<file path="src/rtl/decode_pkg.sv">
// Shared decode constants: opcodes, branch and forward-select encodings,
// instruction field positions and the per-opcode control bundle.
package decode_pkg;

  localparam logic [5:0] OPC_RTYPE = 6'b101010;
  localparam logic [5:0] OPC_LD    = 6'b100000;
  localparam logic [5:0] OPC_SD    = 6'b100001;
  localparam logic [5:0] OPC_VBEZ  = 6'b100011;
  localparam logic [5:0] OPC_VBNZ  = 6'b100010;
  localparam logic [5:0] OPC_NOP   = 6'b111100;

  localparam logic [1:0] BR_NONE = 2'b00;
  localparam logic [1:0] BR_EZ   = 2'b01;
  localparam logic [1:0] BR_NZ   = 2'b10;

  localparam logic [1:0] FWD_NONE = 2'b00;
  localparam logic [1:0] FWD_EX   = 2'b01;
  localparam logic [1:0] FWD_MEM  = 2'b10;

  localparam int OPC_LSB = 26;
  localparam int RD_LSB  = 21;
  localparam int RA_LSB  = 16;
  localparam int RB_LSB  = 11;
  localparam int PPP_LSB = 8;
  localparam int WW_LSB  = 6;
  localparam int FN_LSB  = 0;

  typedef struct packed {
    logic       wr_en;
    logic       mem_en;
    logic       store_en;
    logic       load;
    logic [1:0] br;
    logic       use_a;
    logic       use_b;
    logic       a_is_rd;
    logic       illegal;
  } ctrl_t;

endpackage

</file>
<file path="src/rtl/decode_hazard_stage_if.sv">
// IF->ID->EX bundle: fetch inputs, stall/read-port outputs, ID/EX register.
// master drives fetch side, slave is the decode stage. Macro: FORWARDING_EN.
interface decode_hazard_stage_if #(
  parameter int INSTR_W    = 32,
  parameter int REG_ADDR_W = 5,
  parameter int IMM_W      = 16
);
  logic                  if_valid;
  logic [INSTR_W-1:0]    if_instr;
  logic                  flush;
  logic                  id_stall;
  logic [REG_ADDR_W-1:0] rf_addr_a;
  logic [REG_ADDR_W-1:0] rf_addr_b;
  logic                  ex_valid;
  logic [5:0]            ex_op;
  logic [1:0]            ex_ww;
  logic [2:0]            ex_ppp;
  logic [REG_ADDR_W-1:0] ex_rd;
  logic                  ex_wr_en;
  logic                  ex_mem_en;
  logic                  ex_store_en;
  logic                  ex_load;
  logic [1:0]            ex_br;
  logic [IMM_W-1:0]      ex_imm;
  logic                  illegal_op;
`ifdef FORWARDING_EN
  logic [1:0]            ex_fwd_a;
  logic [1:0]            ex_fwd_b;
`endif

  modport master (
    output if_valid, if_instr, flush,
`ifdef FORWARDING_EN
    input  ex_fwd_a, ex_fwd_b,
`endif
    input  id_stall, rf_addr_a, rf_addr_b,
    input  ex_valid, ex_op, ex_ww, ex_ppp, ex_rd,
    input  ex_wr_en, ex_mem_en, ex_store_en, ex_load,
    input  ex_br, ex_imm, illegal_op
  );

  modport slave (
    input  if_valid, if_instr, flush,
`ifdef FORWARDING_EN
    output ex_fwd_a, ex_fwd_b,
`endif
    output id_stall, rf_addr_a, rf_addr_b,
    output ex_valid, ex_op, ex_ww, ex_ppp, ex_rd,
    output ex_wr_en, ex_mem_en, ex_store_en, ex_load,
    output ex_br, ex_imm, illegal_op
  );
endinterface

</file>
<file path="src/rtl/hazard_scoreboard.sv">
// In-flight writer shift register (entry 0 = EX) and RAW match logic.
// Ports: push side from ID issue, source regs, hazard (+fwd if FORWARDING_EN).
module hazard_scoreboard
  import decode_pkg::*;
#(
  parameter int HAZ_DEPTH  = 2,
  parameter int REG_ADDR_W = 5
) (
  input  logic                  clk,
  input  logic                  reset,
  input  logic                  if_valid,
  input  logic                  use_a,
  input  logic                  use_b,
  input  logic [REG_ADDR_W-1:0] src_a,
  input  logic [REG_ADDR_W-1:0] src_b,
  input  logic                  push,
  input  logic [REG_ADDR_W-1:0] push_rd,
`ifdef FORWARDING_EN
  input  logic                  push_load,
  output logic [1:0]            fwd_a,
  output logic [1:0]            fwd_b,
`endif
  output logic                  hazard
);

  logic [HAZ_DEPTH-1:0]  vld;
  logic [REG_ADDR_W-1:0] rd_q [HAZ_DEPTH];
  logic [HAZ_DEPTH-1:0]  m_a;
  logic [HAZ_DEPTH-1:0]  m_b;

  always_ff @(posedge clk) begin
    if (reset) begin
      vld <= '0;
    end else begin
      for (int i = HAZ_DEPTH-1; i > 0; i--)
        vld[i] <= vld[i-1];
      vld[0] <= push;
    end
  end

  always_ff @(posedge clk) begin
    for (int i = HAZ_DEPTH-1; i > 0; i--)
      rd_q[i] <= rd_q[i-1];
    rd_q[0] <= push_rd;
  end

  always_comb begin
    m_a = '0;
    m_b = '0;
    for (int i = 0; i < HAZ_DEPTH; i++) begin
      m_a[i] = use_a & vld[i] & (rd_q[i] == src_a);
      m_b[i] = use_b & vld[i] & (rd_q[i] == src_b);
    end
  end

`ifdef FORWARDING_EN
  logic [HAZ_DEPTH-1:0] ld_q;
  logic [2:0]           res_a;
  logic [2:0]           res_b;

  always_ff @(posedge clk) begin
    for (int i = HAZ_DEPTH-1; i > 0; i--)
      ld_q[i] <= ld_q[i-1];
    ld_q[0] <= push_load;
  end

  // {stall, sel}; walk oldest to youngest so the youngest match wins
  function automatic logic [2:0] resolve(
    input logic [HAZ_DEPTH-1:0] m,
    input logic                 ld0
  );
    logic [2:0] r;
    r = {1'b0, FWD_NONE};
    for (int i = HAZ_DEPTH-1; i >= 0; i--) begin
      if (m[i]) begin
        if (i == 0)
          r = ld0 ? {1'b1, FWD_NONE} : {1'b0, FWD_EX};
        else if (i == 1)
          r = {1'b0, FWD_MEM};
        else
          r = {1'b1, FWD_NONE};
      end
    end
    return r;
  endfunction

  assign res_a  = resolve(m_a, ld_q[0]);
  assign res_b  = resolve(m_b, ld_q[0]);
  assign fwd_a  = res_a[1:0];
  assign fwd_b  = res_b[1:0];
  assign hazard = if_valid & (res_a[2] | res_b[2]);
`else
  assign hazard = if_valid & (|m_a | |m_b);
`endif

endmodule

</file>
<file path="src/rtl/decode_hazard_stage.sv">
// Registered ID stage: decode, RAW stall, bubble insert, EX flush.
// Ports: clk, reset, bus (slave). Optional macro: FORWARDING_EN.
module decode_hazard_stage
  import decode_pkg::*;
#(
  parameter int INSTR_W    = 32,
  parameter int REG_ADDR_W = 5,
  parameter int IMM_W      = 16,
  parameter int HAZ_DEPTH  = 2
) (
  input  logic                  clk,
  input  logic                  reset,
  decode_hazard_stage_if.slave  bus
);

  logic [INSTR_W-1:0]    ins;
  logic [5:0]            opc;
  logic [REG_ADDR_W-1:0] rd;
  logic [REG_ADDR_W-1:0] ra;
  logic [REG_ADDR_W-1:0] rb;
  ctrl_t                 c;
  logic                  hazard;
  logic                  issue;

  assign ins = bus.if_instr;
  assign opc = ins[OPC_LSB +: 6];
  assign rd  = ins[RD_LSB +: REG_ADDR_W];
  assign ra  = ins[RA_LSB +: REG_ADDR_W];
  assign rb  = ins[RB_LSB +: REG_ADDR_W];

  always_comb begin
    c = '0;
    unique case (1'b1)
      opc == OPC_RTYPE: begin
        c.wr_en = 1'b1;
        c.use_a = 1'b1;
        c.use_b = 1'b1;
      end
      opc == OPC_LD: begin
        c.wr_en  = 1'b1;
        c.mem_en = 1'b1;
        c.load   = 1'b1;
      end
      opc == OPC_SD: begin
        c.mem_en   = 1'b1;
        c.store_en = 1'b1;
        c.use_a    = 1'b1;
        c.a_is_rd  = 1'b1;
      end
      opc == OPC_VBEZ: begin
        c.br      = BR_EZ;
        c.use_a   = 1'b1;
        c.a_is_rd = 1'b1;
      end
      opc == OPC_VBNZ: begin
        c.br      = BR_NZ;
        c.use_a   = 1'b1;
        c.a_is_rd = 1'b1;
      end
      opc == OPC_NOP: ;
      default: c.illegal = 1'b1;
    endcase
  end

  assign bus.rf_addr_a = c.a_is_rd ? rd : ra;
  assign bus.rf_addr_b = rb;

`ifdef FORWARDING_EN
  logic [1:0] fwd_a;
  logic [1:0] fwd_b;
`endif

  hazard_scoreboard #(
    .HAZ_DEPTH  (HAZ_DEPTH),
    .REG_ADDR_W (REG_ADDR_W)
  ) u_sb (
    .clk       (clk),
    .reset     (reset),
    .if_valid  (bus.if_valid),
    .use_a     (c.use_a),
    .use_b     (c.use_b),
    .src_a     (bus.rf_addr_a),
    .src_b     (bus.rf_addr_b),
    .push      (issue & c.wr_en),
    .push_rd   (rd),
`ifdef FORWARDING_EN
    .push_load (c.load),
    .fwd_a     (fwd_a),
    .fwd_b     (fwd_b),
`endif
    .hazard    (hazard)
  );

  // flush outranks hazard: the killed instruction must not hold fetch
  assign issue        = bus.if_valid & ~bus.flush & ~hazard;
  assign bus.id_stall = hazard & ~bus.flush;

  always_ff @(posedge clk) begin
    if (reset || !issue) begin
      bus.ex_valid    <= 1'b0;
      bus.ex_op       <= '0;
      bus.ex_ww       <= '0;
      bus.ex_ppp      <= '0;
      bus.ex_rd       <= '0;
      bus.ex_wr_en    <= 1'b0;
      bus.ex_mem_en   <= 1'b0;
      bus.ex_store_en <= 1'b0;
      bus.ex_load     <= 1'b0;
      bus.ex_br       <= BR_NONE;
      bus.ex_imm      <= '0;
      bus.illegal_op  <= 1'b0;
`ifdef FORWARDING_EN
      bus.ex_fwd_a    <= FWD_NONE;
      bus.ex_fwd_b    <= FWD_NONE;
`endif
    end else begin
      bus.ex_valid    <= 1'b1;
      bus.ex_op       <= ins[FN_LSB +: 6];
      bus.ex_ww       <= ins[WW_LSB +: 2];
      bus.ex_ppp      <= ins[PPP_LSB +: 3];
      bus.ex_rd       <= rd;
      bus.ex_wr_en    <= c.wr_en;
      bus.ex_mem_en   <= c.mem_en;
      bus.ex_store_en <= c.store_en;
      bus.ex_load     <= c.load;
      bus.ex_br       <= c.br;
      bus.ex_imm      <= ins[IMM_W-1:0];
      bus.illegal_op  <= c.illegal;
`ifdef FORWARDING_EN
      bus.ex_fwd_a    <= fwd_a;
      bus.ex_fwd_b    <= fwd_b;
`endif
    end
  end

endmodule

</file>
<file path="src/flat_wrapper.sv">
// flat-port wrapper written by rule: the top's interface ports become plain ports
module decode_hazard_stage_flat import decode_pkg::*;
#(
  parameter int INSTR_W    = 32,
  parameter int REG_ADDR_W = 5,
  parameter int IMM_W      = 16,
  parameter int HAZ_DEPTH  = 2
)
  (clk, reset, bus_if_valid, bus_if_instr, bus_flush, bus_id_stall, bus_rf_addr_a, bus_rf_addr_b, bus_ex_valid, bus_ex_op, bus_ex_ww, bus_ex_ppp, bus_ex_rd, bus_ex_wr_en, bus_ex_mem_en, bus_ex_store_en, bus_ex_load, bus_ex_br, bus_ex_imm, bus_illegal_op);
  decode_hazard_stage_if #(.INSTR_W(INSTR_W), .REG_ADDR_W(REG_ADDR_W), .IMM_W(IMM_W)) bus_i ();
  input  logic clk;
  input  logic reset;
  input wire logic [$bits(bus_i.if_valid)-1:0] bus_if_valid;
  input wire logic [$bits(bus_i.if_instr)-1:0] bus_if_instr;
  input wire logic [$bits(bus_i.flush)-1:0] bus_flush;
  output wire logic [$bits(bus_i.id_stall)-1:0] bus_id_stall;
  output wire logic [$bits(bus_i.rf_addr_a)-1:0] bus_rf_addr_a;
  output wire logic [$bits(bus_i.rf_addr_b)-1:0] bus_rf_addr_b;
  output wire logic [$bits(bus_i.ex_valid)-1:0] bus_ex_valid;
  output wire logic [$bits(bus_i.ex_op)-1:0] bus_ex_op;
  output wire logic [$bits(bus_i.ex_ww)-1:0] bus_ex_ww;
  output wire logic [$bits(bus_i.ex_ppp)-1:0] bus_ex_ppp;
  output wire logic [$bits(bus_i.ex_rd)-1:0] bus_ex_rd;
  output wire logic [$bits(bus_i.ex_wr_en)-1:0] bus_ex_wr_en;
  output wire logic [$bits(bus_i.ex_mem_en)-1:0] bus_ex_mem_en;
  output wire logic [$bits(bus_i.ex_store_en)-1:0] bus_ex_store_en;
  output wire logic [$bits(bus_i.ex_load)-1:0] bus_ex_load;
  output wire logic [$bits(bus_i.ex_br)-1:0] bus_ex_br;
  output wire logic [$bits(bus_i.ex_imm)-1:0] bus_ex_imm;
  output wire logic [$bits(bus_i.illegal_op)-1:0] bus_illegal_op;
  assign bus_i.if_valid = bus_if_valid;
  assign bus_i.if_instr = bus_if_instr;
  assign bus_i.flush = bus_flush;
  assign bus_id_stall = bus_i.id_stall;
  assign bus_rf_addr_a = bus_i.rf_addr_a;
  assign bus_rf_addr_b = bus_i.rf_addr_b;
  assign bus_ex_valid = bus_i.ex_valid;
  assign bus_ex_op = bus_i.ex_op;
  assign bus_ex_ww = bus_i.ex_ww;
  assign bus_ex_ppp = bus_i.ex_ppp;
  assign bus_ex_rd = bus_i.ex_rd;
  assign bus_ex_wr_en = bus_i.ex_wr_en;
  assign bus_ex_mem_en = bus_i.ex_mem_en;
  assign bus_ex_store_en = bus_i.ex_store_en;
  assign bus_ex_load = bus_i.ex_load;
  assign bus_ex_br = bus_i.ex_br;
  assign bus_ex_imm = bus_i.ex_imm;
  assign bus_illegal_op = bus_i.illegal_op;
  decode_hazard_stage #(.INSTR_W(INSTR_W), .REG_ADDR_W(REG_ADDR_W), .IMM_W(IMM_W), .HAZ_DEPTH(HAZ_DEPTH)) u_core (.clk(clk), .reset(reset), .bus(bus_i));
endmodule
</file>
<file path="config.mk">
export PLATFORM = sky130hd
export DESIGN_NAME = decode_hazard_stage_flat
export DESIGN_NICKNAME = d
export VERILOG_FILES = /design/src/rtl/decode_pkg.sv /design/src/rtl/decode_hazard_stage_if.sv /design/src/rtl/hazard_scoreboard.sv /design/src/rtl/decode_hazard_stage.sv /design/src/flat_wrapper.sv
export SDC_FILE = /design/constraint.sdc
export NUM_CORES = 1
export LEC_CHECK = 0
export BUFFER_PORTS_ARGS = -buffer_cell sky130_fd_sc_hd__buf_4
export CAP_MARGIN = 20
export CORE_MARGIN = 3
export CORE_UTILIZATION = 30
export CTS_BUF_LIST = sky130_fd_sc_hd__clkbuf_2 sky130_fd_sc_hd__clkbuf_4 sky130_fd_sc_hd__clkbuf_8
export CTS_CLUSTER_DIAMETER = 50
export CTS_CLUSTER_SIZE = 8
export DETAILED_ROUTE_END_ITERATION = 12
export PLACE_DENSITY = 0.53
export SYNTH_ARGS = -nofsm -noshare
export SYNTH_HDL_FRONTEND = slang
export SYNTH_SLANG_ARGS = --single-unit
export TNS_END_PERCENT = 5
</file>
<file path="constraint.sdc">
create_clock -name clk -period 2.5 [get_ports clk]
set_clock_uncertainty 0.1 [all_clocks]
set_input_delay 0.125 -clock clk [delete_from_list [all_inputs] [get_ports clk]]
set_output_delay 0.125 -clock clk [all_outputs]
set_load 0.01 [all_outputs]
</file>
==> results.md <==
- Status: complete, no violations
- Setup Total Neg Slack: 0 ns
- Placement Cell Area: 2670 um2
- Root Buffer: clkbuf_8
- Top delay family on crit path: compound AO/OA/AOI/OAI gates
- Metal-1 WL: 2500 um
- Die Y: 87.6 um
- WP buf/inv: 2
- I/O Buffers: 86
- Inst Count DP: 360
- Number of global-route vias before repair: 1848
- Area of the multi-input gates: 996 um2
- Max cap viols: 0
- RSZ-0062 raised after global routing: false
- Cell count after synthesis: 212
- GPL Wtd Cong: 0.927
- Synth cell count leaders: dfxtp_1 (41), nand2_1 (26), nor3_2 (20)
- Skew-Pair Late Insertion Delay: ~0.30 ns
- Slew margin rel.: 71.0%
- Vias: 1801
- Critical Path AT: around 2.1 ns
- RR Startpoint: u_core.u_sb.rd_q[0][3]
- Fmax: 0.422 GHz
- DR WL met2: about 2500 um
- Top sig layer: met4
- Crit path from: u_core.u_sb.rd_q[0][9]
- Worst vdd ir: approximately 0.00026 V
- Routed Antenna Nets: 0
- FILL cells: 639
- Design area: roughly 3100 um2
- Syn nets: 248
- Post-synth EDFFs: 0
- FF+latch area: 821 um2
- Initial antenna violation count: 0
- Post-Route WL: ~5500 um
- Post-detailed-route wirelength per cell: around 14 um
- Biggest area consumer among synthesized cells: dfxtp_1
- CP max FO: 13
- # diodes: 0
- Number of synthesized register bits: 41
- Power Density: 476 nW/um2
- Htree depth: 2
- Leakage: 1.43 nW
- # IOs: 87
- Reg2reg setup slack: 0.34 ns
- Drt pass-1 iters: 4
- Share of layout cells above drive strength 1: about 44%
- Pins Over Slew Limit: 0
- Initial Util: 31.3%
- Clock slew seen by the registers of the worst setup and hold paths: 0.08 ns
- Tot GR Track Use: around 15%
- Metal3 WL: 375 um
- DRC viols: 0
- CP max stage delay: 0.37 ns
- CTS Buffer Depth: 2
- Setup Buffers After CTS: 0
- # rows: 29
- CTS buffer count: 5
- Ys async rst share: 0%
- Grt total ovfl: 0
- CP cell instances: or2_2 -> a221oi_1 -> or3_1 -> o21ai_1 -> a211oi_4 -> buf_12 -> o21ba_1 -> buf_4
- Syn Std Cell Area: between 1500 and 2000 um2
- Most common cell in the synthesized netlist: dfxtp_1
- Yosys cell types: 46
- Critical path launch point type: flip-flop
- Slowest stage cell, crit path: dfxtp_1
- Fin nets: 350
- Worst hold margin: roughly 0.0058 ns
- Top cells by area, synth: dfxtp_1 (41%), nor3_2 (10%), buf_4 (6.4%)
- Final hold vios: 0
- Die area: 7680 um2
- Crit end category: output port
- Hold Path Origin: bus_if_instr[21]
- Area grow syn2layout: 52.6%
- Mean Syn Cell Area: between 9 and 10 um2
- CP required: 2.28 ns
- First-pass GRT wire length: between 8000 and 9000 um
- TritonCTS clock tree: built
- Vias per inst: 4.61
- Critical path class: reg2out
- Fin crit share: 94.8%
- Final min period: 2.37 ns
- 1st-iter DRT viols: 38
- Fin cells: between 300 and 400
- Setup violators final: 0
- Clk sinks: 41
- Worst hold path class: in2reg
- Post-synth top flop: dfxtp_1
- Largest net degree at the start of global routing: 19
- Yosys top cell area share: 41.1%
- Hpwl dp: 4250 um
- Warnings, synthesis: 0
- Worst-Margin Slew: ~0.43 ns
- Register area share after synthesis: approximately two fifths
- Core Area: 6390 um2
- Die X: 87.6 um
==> area by class of cell <==
type                            instances  area share (%)
Clock inverter                          2            1.15
Clock buffer                            5            2.26
Inverter                               13            1.60
Sequential cell                        41            26.9
Tap cell                               77            3.16
Timing Repair Buffer                  120            32.3
Multi-Input combinational cell        133            32.6
==> where the power goes <==
part	switching, W	internal (W)
logic	0.000109	0.000135
clock network	0.000231	0.000290
registers	0.0000159	0.000672
==> routing by layer <==
layer / up-vias / track usage (%)
li1: 910 / -
met3: 9 / 3.29
met5: - / 0
met1: 824 / 19.2
met4: 0 / 5.30
met2: 58 / 24.2
==> kinds of logic (layout without fill, tap and decap cells) <==
logic type / Yosys count / after routing / share of synthesized area [%]
AOI/OAI and AO/OA: 30 / 30 / 11.9
xor gates and xnor gates: 15 / 15 / 6.57
buffers and inverters: 38 / 140 / 11.6
DFF: 41 / 41 / 41.1
muxes: 3 / 3 / 1.63
and+or+nand+nor: 85 / 85 / 27.3
==> cell usage in the layout (no fill, tap or decap), types with 3 or more instances in the layout <==
cell type and count:
nor3_1 5, dfxtp_1 41, xnor2_1 9, or2_2 4, nor2b_1 4, nor2_1 5, xor2_1 6, inv_1 13
a21oi_1 5, dlygate4sd3_1 24, nor3_2 21, o21ai_0 5, clkbuf_8 5, nor4_1 3, buf_4 94, nand2_1 26
==> repair_timing <==
action,CTS,global route
resized for setup,4,5
pin swaps,1,3
endpoints found under the hold margin,24,0
hold buffers,24,0
setup endpoints to repair,1,1
==> final timing paths <==
| kind | cells past startpoint | end |
|---|---|---|
| worst max register to register | 7 | u_core.u_sb.vld[0] |
| worst max-delay path | 8 | bus_id_stall |
| worst min-delay path | 3 | u_core.bus.ex_rd[0] |
| worst min register to register | 0 | u_core.u_sb.rd_q[0][6] |
==> worst reg2reg max path: stages, from the launching register on <==
cell and delay [ns]:
dfxtp_1 0.37, xor2_1 0.19, nor3_2 0.28, a21oi_1 0.12, a211o_1 0.35, o31ai_4 0.34, buf_4 0.23, nor3_1 0.06
==> flip-flops by register name (all words and copies together) (netlist names) <==
signal	cells
u_core.bus.illegal_op	1
u_core.bus.ex_store_en	1
u_core.bus.ex_imm	16
u_core.bus.ex_mem_en	1
u_core.bus.ex_rd	5
u_core.bus.ex_br	2
u_core.bus.ex_wr_en	1
u_core.bus.ex_valid	1
u_core.u_sb.rd_q	10
u_core.bus.ex_load	1
u_core.u_sb.vld	2
==> per-stage QoR <==
step / util [%] / power, W / setup slack [ns]
floorplan: - / 0.000803 / 0.274
global placement: 41.8 / 0.000913 / 0.101
detailed placement: 41.8 / 0.000914 / 0.0547
CTS: 47.5 / 0.00147 / 0.0234
global route: 47.8 / 0.00153 / 0.00741
finish: 47.8 / 0.00145 / 0.131
Note: power is estimated with default switching activity, not from simulation.
